$ cat src/rtl/sha_acc_host.sv
// sha_acc_host: Avalon-MM initiator that loads a 512-bit block into the SHA-256
// accelerator, starts it, collects the eight result words and hands the 256-bit
// hash on through a valid/ready stream.
module sha_acc_host #(
  parameter int unsigned TIMEOUT_CYCLES = 4096,
  parameter logic [31:0] START_FLAG     = 32'hffffffff,
  parameter logic [31:0] ACK_FLAG       = 32'h0f0f0f0f
) (
  input  logic         clk,
  input  logic         reset,
  input  logic         blk_valid,
  output logic         blk_ready,
  input  logic [511:0] blk_data,
  output logic         hash_valid,
  input  logic         hash_ready,
  output logic [255:0] hash_data,
  output logic         busy,
  output logic         timeout,
  output logic         acc_chipselect,
  output logic         acc_write,
  output logic [4:0]   acc_address,
  output logic [31:0]  acc_writedata,
  input  logic [31:0]  acc_data_in,
  input  logic [3:0]   acc_writeaddress
);

  localparam int unsigned BLK_W   = 512;
  localparam int unsigned HASH_W  = 256;
  localparam int unsigned WORD_W  = 32;
  localparam int unsigned ADDR_W  = 5;
  localparam int unsigned CNT_W   = 4;
  localparam int unsigned RIDX_W  = 4;
  localparam int unsigned TIMER_W = (TIMEOUT_CYCLES == 0) ? 1 : $clog2(TIMEOUT_CYCLES + 1);

  localparam logic [ADDR_W-1:0]  CMD_ADDR    = ADDR_W'(16);
  localparam logic [CNT_W-1:0]   LAST_WORD   = CNT_W'(15);
  localparam logic [RIDX_W-1:0]  DONE_MARK   = RIDX_W'(8);
  localparam logic [TIMER_W-1:0] TIMER_MAX   = '1;
  localparam logic [TIMER_W-1:0] TIMER_LIMIT = TIMER_W'(TIMEOUT_CYCLES);

  typedef enum logic [2:0] {
    S_IDLE,
    S_LOAD,
    S_START,
    S_WAIT,
    S_ACK,
    S_ACK_ABORT,
    S_OUT
  } state_e;

  state_e              state_q, state_d;
  logic [CNT_W-1:0]    cnt_q, cnt_d;
  logic [BLK_W-1:0]    blk_q, blk_d;
  logic [HASH_W-1:0]   cap_q, cap_d;
  logic [HASH_W-1:0]   hash_q, hash_d;
  logic                armed_q, armed_d;
  logic [TIMER_W-1:0]  timer_q, timer_d;
  logic [TIMER_W-1:0]  timer_inc;
  logic                timeout_q, timeout_d;
  logic                hash_valid_q, hash_valid_d;
  logic                blk_ready_q, blk_ready_d;
  logic                busy_q, busy_d;
  logic                wr_q, wr_d;
  logic [ADDR_W-1:0]   addr_q, addr_d;
  logic [WORD_W-1:0]   wdata_q, wdata_d;

  // Saturating increment so the wait timer never wraps
  assign timer_inc = (timer_q == TIMER_MAX) ? timer_q : timer_q + TIMER_W'(1);

  // Next-state and datapath update for the job sequencer
  always_comb begin
    state_d   = state_q;
    cnt_d     = cnt_q;
    blk_d     = blk_q;
    cap_d     = cap_q;
    hash_d    = hash_q;
    armed_d   = armed_q;
    timer_d   = timer_q;
    timeout_d = 1'b0;

    case (state_q)
      S_IDLE: begin
        if (blk_valid) begin
          blk_d   = blk_data;
          cnt_d   = '0;
          state_d = S_LOAD;
        end
      end
      S_LOAD: begin
        if (cnt_q == LAST_WORD) begin
          state_d = S_START;
        end else begin
          cnt_d = cnt_q + CNT_W'(1);
        end
      end
      S_START: begin
        armed_d = 1'b0;
        timer_d = '0;
        state_d = S_WAIT;
      end
      S_WAIT: begin
        if (!acc_writeaddress[3]) begin
          cap_d[{acc_writeaddress[2:0], 5'd0} +: WORD_W] = acc_data_in;
        end
        // A marker seen before any other index is left over from an old job
        if (acc_writeaddress != DONE_MARK) begin
          armed_d = 1'b1;
        end
        timer_d = timer_inc;
        if (armed_q && (acc_writeaddress == DONE_MARK)) begin
          hash_d  = cap_q;
          state_d = S_ACK;
        end else if ((TIMEOUT_CYCLES != 0) && (timer_inc == TIMER_LIMIT)) begin
          timeout_d = 1'b1;
          state_d   = S_ACK_ABORT;
        end
      end
      S_ACK: begin
        state_d = S_OUT;
      end
      S_ACK_ABORT: begin
        state_d = S_IDLE;
      end
      S_OUT: begin
        if (hash_ready) begin
          state_d = S_IDLE;
        end
      end
      default: begin
        state_d = S_IDLE;
      end
    endcase
  end

  // Output decode from the next state so every output lands in a register
  always_comb begin
    wr_d    = 1'b0;
    addr_d  = '0;
    wdata_d = '0;

    case (state_d)
      S_LOAD: begin
        wr_d    = 1'b1;
        addr_d  = ADDR_W'(cnt_d);
        wdata_d = blk_d[{cnt_d, 5'd0} +: WORD_W];
      end
      S_START: begin
        wr_d    = 1'b1;
        addr_d  = CMD_ADDR;
        wdata_d = START_FLAG;
      end
      S_ACK, S_ACK_ABORT: begin
        wr_d    = 1'b1;
        addr_d  = CMD_ADDR;
        wdata_d = ACK_FLAG;
      end
      default: begin
        wr_d = 1'b0;
      end
    endcase

    blk_ready_d  = (state_d == S_IDLE);
    busy_d       = (state_d != S_IDLE);
    hash_valid_d = (state_d == S_OUT);
  end

  // State, datapath and output registers
  always_ff @(posedge clk or negedge reset) begin
    if (!reset) begin
      state_q      <= S_IDLE;
      cnt_q        <= '0;
      blk_q        <= '0;
      cap_q        <= '0;
      hash_q       <= '0;
      armed_q      <= 1'b0;
      timer_q      <= '0;
      timeout_q    <= 1'b0;
      hash_valid_q <= 1'b0;
      blk_ready_q  <= 1'b1;
      busy_q       <= 1'b0;
      wr_q         <= 1'b0;
      addr_q       <= '0;
      wdata_q      <= '0;
    end else begin
      state_q      <= state_d;
      cnt_q        <= cnt_d;
      blk_q        <= blk_d;
      cap_q        <= cap_d;
      hash_q       <= hash_d;
      armed_q      <= armed_d;
      timer_q      <= timer_d;
      timeout_q    <= timeout_d;
      hash_valid_q <= hash_valid_d;
      blk_ready_q  <= blk_ready_d;
      busy_q       <= busy_d;
      wr_q         <= wr_d;
      addr_q       <= addr_d;
      wdata_q      <= wdata_d;
    end
  end

  assign blk_ready      = blk_ready_q;
  assign hash_valid     = hash_valid_q;
  assign hash_data      = hash_q;
  assign busy           = busy_q;
  assign timeout        = timeout_q;
  assign acc_chipselect = wr_q;
  assign acc_write      = wr_q;
  assign acc_address    = addr_q;
  assign acc_writedata  = wdata_q;

endmodule

$ cat config.mk
export PLATFORM = sky130hd
export DESIGN_NAME = sha_acc_host
export DESIGN_NICKNAME = d
export VERILOG_FILES = /design/src/rtl/sha_acc_host.sv
export SDC_FILE = /design/constraint.sdc
export NUM_CORES = 2
export LEC_CHECK = 0
export ABC_AREA = 1
export ABC_CLOCK_PERIOD_IN_PS = 2000
export CORE_AREA = 2 2 330 332
export CTS_BUF_LIST = sky130_fd_sc_hd__clkbuf_4
export DETAILED_ROUTE_END_ITERATION = 7
export DIE_AREA = 0 0 332 334
export PLACE_DENSITY = 0.71
export SYNTH_ARGS = -nofsm -noshare
export SYNTH_HDL_FRONTEND = slang
export SYNTH_SLANG_ARGS = --single-unit
$ cat constraint.sdc
create_clock -name clk -period 2 [get_ports clk]
set_clock_uncertainty 0.05 [all_clocks]
set_input_delay 0.6 -clock clk [delete_from_list [all_inputs] [get_ports clk]]
set_output_delay 0.6 -clock clk [all_outputs]
set_load 0.005 [all_outputs]
; ---- Yosys cells after proc, flatten, opt, wreduce, memory -nomap -nowiden
; Cells that the tools add are included.
[totals]
register_bits = 1087
inputBits = 552
out_inout_bits = 299
word_cells = 70
[classes]
n_addsub = 3
eq_ne = 16
shift = 3
mux = 22
n_bitwise = 1
reduce_logical = 11
[op_table]
columns = operator, count
row1 = 2-to-1 mux 512 bit, 2
row2 = variable part select 512 x 10 -> 32 bit, 1
row3 = bitwise mux 256 bit, 1
row4 = "variable shift 32 x 10 -> 256 bit, first input constant", 1
row5 = variable part select 32 x 10 -> 256 bit, 1
row6 = one-hot mux 32 bit (3 select lines), 1
row7 = "equality test 13 bit, second input constant", 2
row8 = one-hot mux 13 bit (2 select lines), 1
row9 = one-hot mux 3 bit (6 select lines), 1
row10 = "equality test 3 bit, second input constant", 5
row11 = 2-to-1 mux 3 bit, 5
row12 = "adder 13 x 1 -> 13 bit, second input constant", 1
row13 = 2-to-1 mux 13 bit, 1
row14 = negation 8 -> 10 bit, 1
row15 = one-hot mux 5 bit (2 select lines), 1
row16 = "equality test 3 x 2 -> 1 bit, second input constant", 3
row17 = "equality test 4 bit, second input constant", 2
row18 = 2-to-1 mux 4 bit, 2
row19 = one-hot mux 4 bit (2 select lines), 1
row20 = "equality test 3 x 1 -> 1 bit, second input constant", 2
row21 = zero test 3 bit, 2
row22 = AND reduction 2 bit, 3
row23 = 2-to-1 mux 1 bit, 5
row24 = "adder 4 x 1 -> 4 bit, second input constant", 1
row25 = other kinds (10), 10

; ---- Depth between registers and ports, before layout
[depth]
word_depth = 9
ltp_mapped = 15
ltp_nobuf = 14

; ---- Least setup slack after synthesis
; Ideal clock, no wire load.
[synth_path]
path_type = in2reg
start = in acc_writeaddress[0]
end = reg cap_q[43]
setup_ps = 133
arrival_ps = 2601
t_required_ps = 1817
slack_ps = -784
stages = 12
path_buffers = 4
path_cell_list = buf_2 inv_1 buf_2 ha_1 ha_1 clkbuf_1 inv_1 nor2_1 nand2_4 nor2_4 clkbuf_1 o21ai_0
[synth_between]
elab_chain_cells = 3
word_cells_on_any_way = 4
cone_classes = 1 x add/sub / 2 x shift / 1 x mux
[synth_rtl]
columns = item, line_no
row1 = start: declaration, 24  ; input logic [3:0] acc_writeaddress
row2 = negation 8 -> 10 bit (*), 103  ; cap_d[{acc_writeaddress[2:0], 5'd0} +: WORD_W] = acc_data_in;
row3 = variable part select 32 x 10 -> 256 bit / variable shift 32 x 10 -> 256 bit (equally long branches), 103
row4 = bitwise mux 256 bit (*), 103
row5 = end signal: assignment, 188  ; cap_q <= cap_d;
row6 = end: declaration, 54  ; logic [HASH_W-1:0] cap_q, cap_d;
; Every way passes the cells marked *; elsewhere a longest branch is shown, timed or not.
; A chain may end at the register's enable or synchronous reset.

; ---- Worst setup path in the final report
[layout_path]
start = reg wdata_q[3], in the netlist acc_writedata[3]
end = out acc_writedata[3]
[layout_lines]
columns = item, line_no
row1 = start: declaration, 65  ; logic [WORD_W-1:0] wdata_q, wdata_d;
row2 = start signal: assignment, 198  ; wdata_q <= wdata_d;
row3 = end: declaration, 22  ; output logic [31:0] acc_writedata,
; No word-level cell between the ends.

==> results.cfg <==
[yosys]
ys_types = 36
yosysMostFrequentCell = nand2_1
syn_area_um2 = 46300
syn_area_per_cell_um2 = 8.22
synth.area.top_cells = dfrtp_1 (59%), nand2_1 (21%), nand3_1 (7.7%)
synth-seq-cells = 1087
synth_commonest_cells = nand2_1 (2,560), dfrtp_1 (1,086), nand3_1 (715)
ys_async_sr_fraction = 1.00
syn_inst = 5635
synth_edf_count = 0
yosys.area.top_type_share = 0.587
synth_top_area_cell = dfrtp_1
synth_fp_nets = 6191
ys.warnings.count = 0
ys_seq_area_frac = 0.587
ys.flop_type = dfrtp_1

[final_layout]
fillCellCount = 7056
drive_above_1_share = 0.305
postLayoutCellArea_um2 = 76300
areaGrowthSynthToFinish_pct = 64.8
final_core_utilization = 0.708
num-nets-final = 8233

[floorplan]
start_util = 0.430
rows = 121
io_pins = 851
core_um2 = 108000
die_w_um = 332
design.die.area_um2 = 111000
die_h_um = 334

[placement]
gp_congestion = 0.989
io_buffers = 850
dpl_cell_area_um2 = 60900
dp_slack_ns = -1.22
hpwlAfterDp_mm = 142

[routing]
vias_per_cell = 5.71
ant_nets = 0
wire_per_inst_um = 25.8
routed-via-count = 53200
routed_wl_mm = 240
drt_iter0_markers = 7116
first_pass_iters = 8
drc = 20

[pwr]
p_leak_nw = 38.8
p_per_area_nw_per_um2 = 1750
seq_power_share = 0.258
switchingPower_w = 0.0598
p_comb_frac = 0.589
switching_share = 0.448
p_clk_frac = 0.153
power.internal_w = 0.0737
ir_worst_vdd_v = 0.00132

[worst_hold_path]
min_path_type = in -> reg
hold_path_depth = 3

[grt]
grt_pass1_vias = 49200
grt.overflow.total = 0
antenna_found_initial = 48
track_usage = 0.366
grt_pass1_wl_mm = 305
grt_max_degree = 94

[critical_path]
cp-start-kind = register
required_ns = 1.35
path_cells = buf_2
cp.arrival_ns = 2.19
critical_path_class = reg -> out
cp.depth = 1
cp_max_fo = 1
slowest_stage = dfrtp_1
path_delay_family = flip-flops
critPathBufInv = 1
worstRegToRegCells = 14
cp-end-kind = primary output
slowest_delay_ns = 0.78

[timing]
finalCritPeriodShare = 1.42
slew_headroom = 0.476
hold_viol_final = 0
fmax_ghz = 0.352
setup_viol_count_final = 606
finalMaxSlewViolations = 0
setup_ws_ns = -0.842
worst_pin_slew_ns = 0.785
rsz0062_at_grt = yes
fin_crit_ns = 2.84

[cts]
cts_buffer_depth = 4
path_clk_slew_ns = 0.07
cts_tree = built
clock_latency_ns = 1.20
numCtsBuffers = 304
htreeDepth = 5
cts_root_buffer = clkbuf_4
cts_num_sinks = 1087

[run_status]
status = finished, violations left
violations = DRC, setup timing

[job]
maxCapViolations = 0
## flip-flops by register name (all words and copies together), names as in the netlist
signal          cells
hash_data         256
acc_address         5
acc_writedata      32
cap_q             256
cnt_q               4
armed_q             1
state_q             3
blk_q             512
acc_chipselect      1
timer_q            13
busy                1
hash_valid          1
blk_ready           1
timeout             1
## worst paths after layout
| path | start | endpoint | slack (ns) |
|---|---|---|---|
| max | acc_writedata[3] | acc_writedata[3] | -0.84 |
| min | blk_data[91] | blk_q[91] | 0.07 |
| max reg2reg | state_q[1] | acc_writedata[9] | -0.81 |
| min reg2reg | cap_q[135] | hash_data[135] | 0.41 |
| max in group asynchronous | reset | blk_q[120] | -0.05 |
| min in group asynchronous | reset | blk_q[399] | 0.73 |
## cell usage in the layout (no fill, tap or decap), types with 83 or more instances in the layout
cell type,count
o21ai_1,136
buf_12,147
dfrtp_1,1069
buf_4,492
nand2_2,184
clkbuf_4,424
nand3_4,83
buf_6,115
clkdlybuf4s50_1,550
nand2_1,2332
inv_1,291
o21ai_0,245
buf_2,259
dlygate4sd3_1,395
nand3_2,368
nand3_1,267
## power by group through the flow
stage	combinational (W)	sequential [W]	clock (W)
global placement	0.0488	0.0340	0
CTS	0.0543	0.0338	0.0203
floorplan	0.0253	0.0330	0
finish	0.0786	0.0344	0.0205
detailed placement	0.0495	0.0341	0
global route	0.0811	0.0349	0.0217
## repair_timing
action | in CTS | in global routing
hold buffers | 395 | 0
hold endpoints to repair | 1489 | 0
setup buffers | 91 | 134
gates cloned | 30 | 79
pin swaps | 28 | 281
setup endpoints to repair | 472 | 864
resized for setup | 1398 | 995
## stage by stage
step	std cells	TNS [ns]	hold slack, ns	total power [W]
2_1_floorplan	5635	-96.29	0.254	0.0583
3_3_place_gp	8067	-620.60	0.404	0.0827
3_5_place_dp	8067	-658.48	0.408	0.0836
4_1_cts	9088	-175.85	0.000243	0.108
5_1_grt	9313	-248.71	-0.00435	0.138
6_report	9327	-169.03	0.0660	0.133
## metal layers
layer,up-vias,part of all wire,global-route usage
li1,22100,-,-
met1,25100,0.33,0.445
met2,4353,0.43,0.563
met3,1591,0.14,0.0966
met4,36,0.10,0.274
met5,-,0.0018,0
## layout make-up
class / instances / area (um^2) / share of cell area
Clock buffer: 424 / 3180 / 0.0417
Inverter: 314 / 1260 / 0.0165
Timing Repair Buffer: 2095 / 21900 / 0.287
Clock inverter: 81 / 477 / 0.00624
Timing Repair inverter: 2 / 25.0 / 0.000328
Tap cell: 1414 / 1770 / 0.0232
Antenna cell: 37 / 92.6 / 0.00121
Multi-Input combinational cell: 3873 / 20400 / 0.268
Sequential cell: 1087 / 27200 / 0.357
## logic make-up after synthesis
group,share of synthesized area
and+or+nand+nor,0.299
DFF,0.587
buffers and inverters,0.0604
AOI/OAI and AO/OA,0.0514
xor gates and xnor gates,0.000945
adders and majority gates,0.00108
Power figures use the tool's default switching activity.
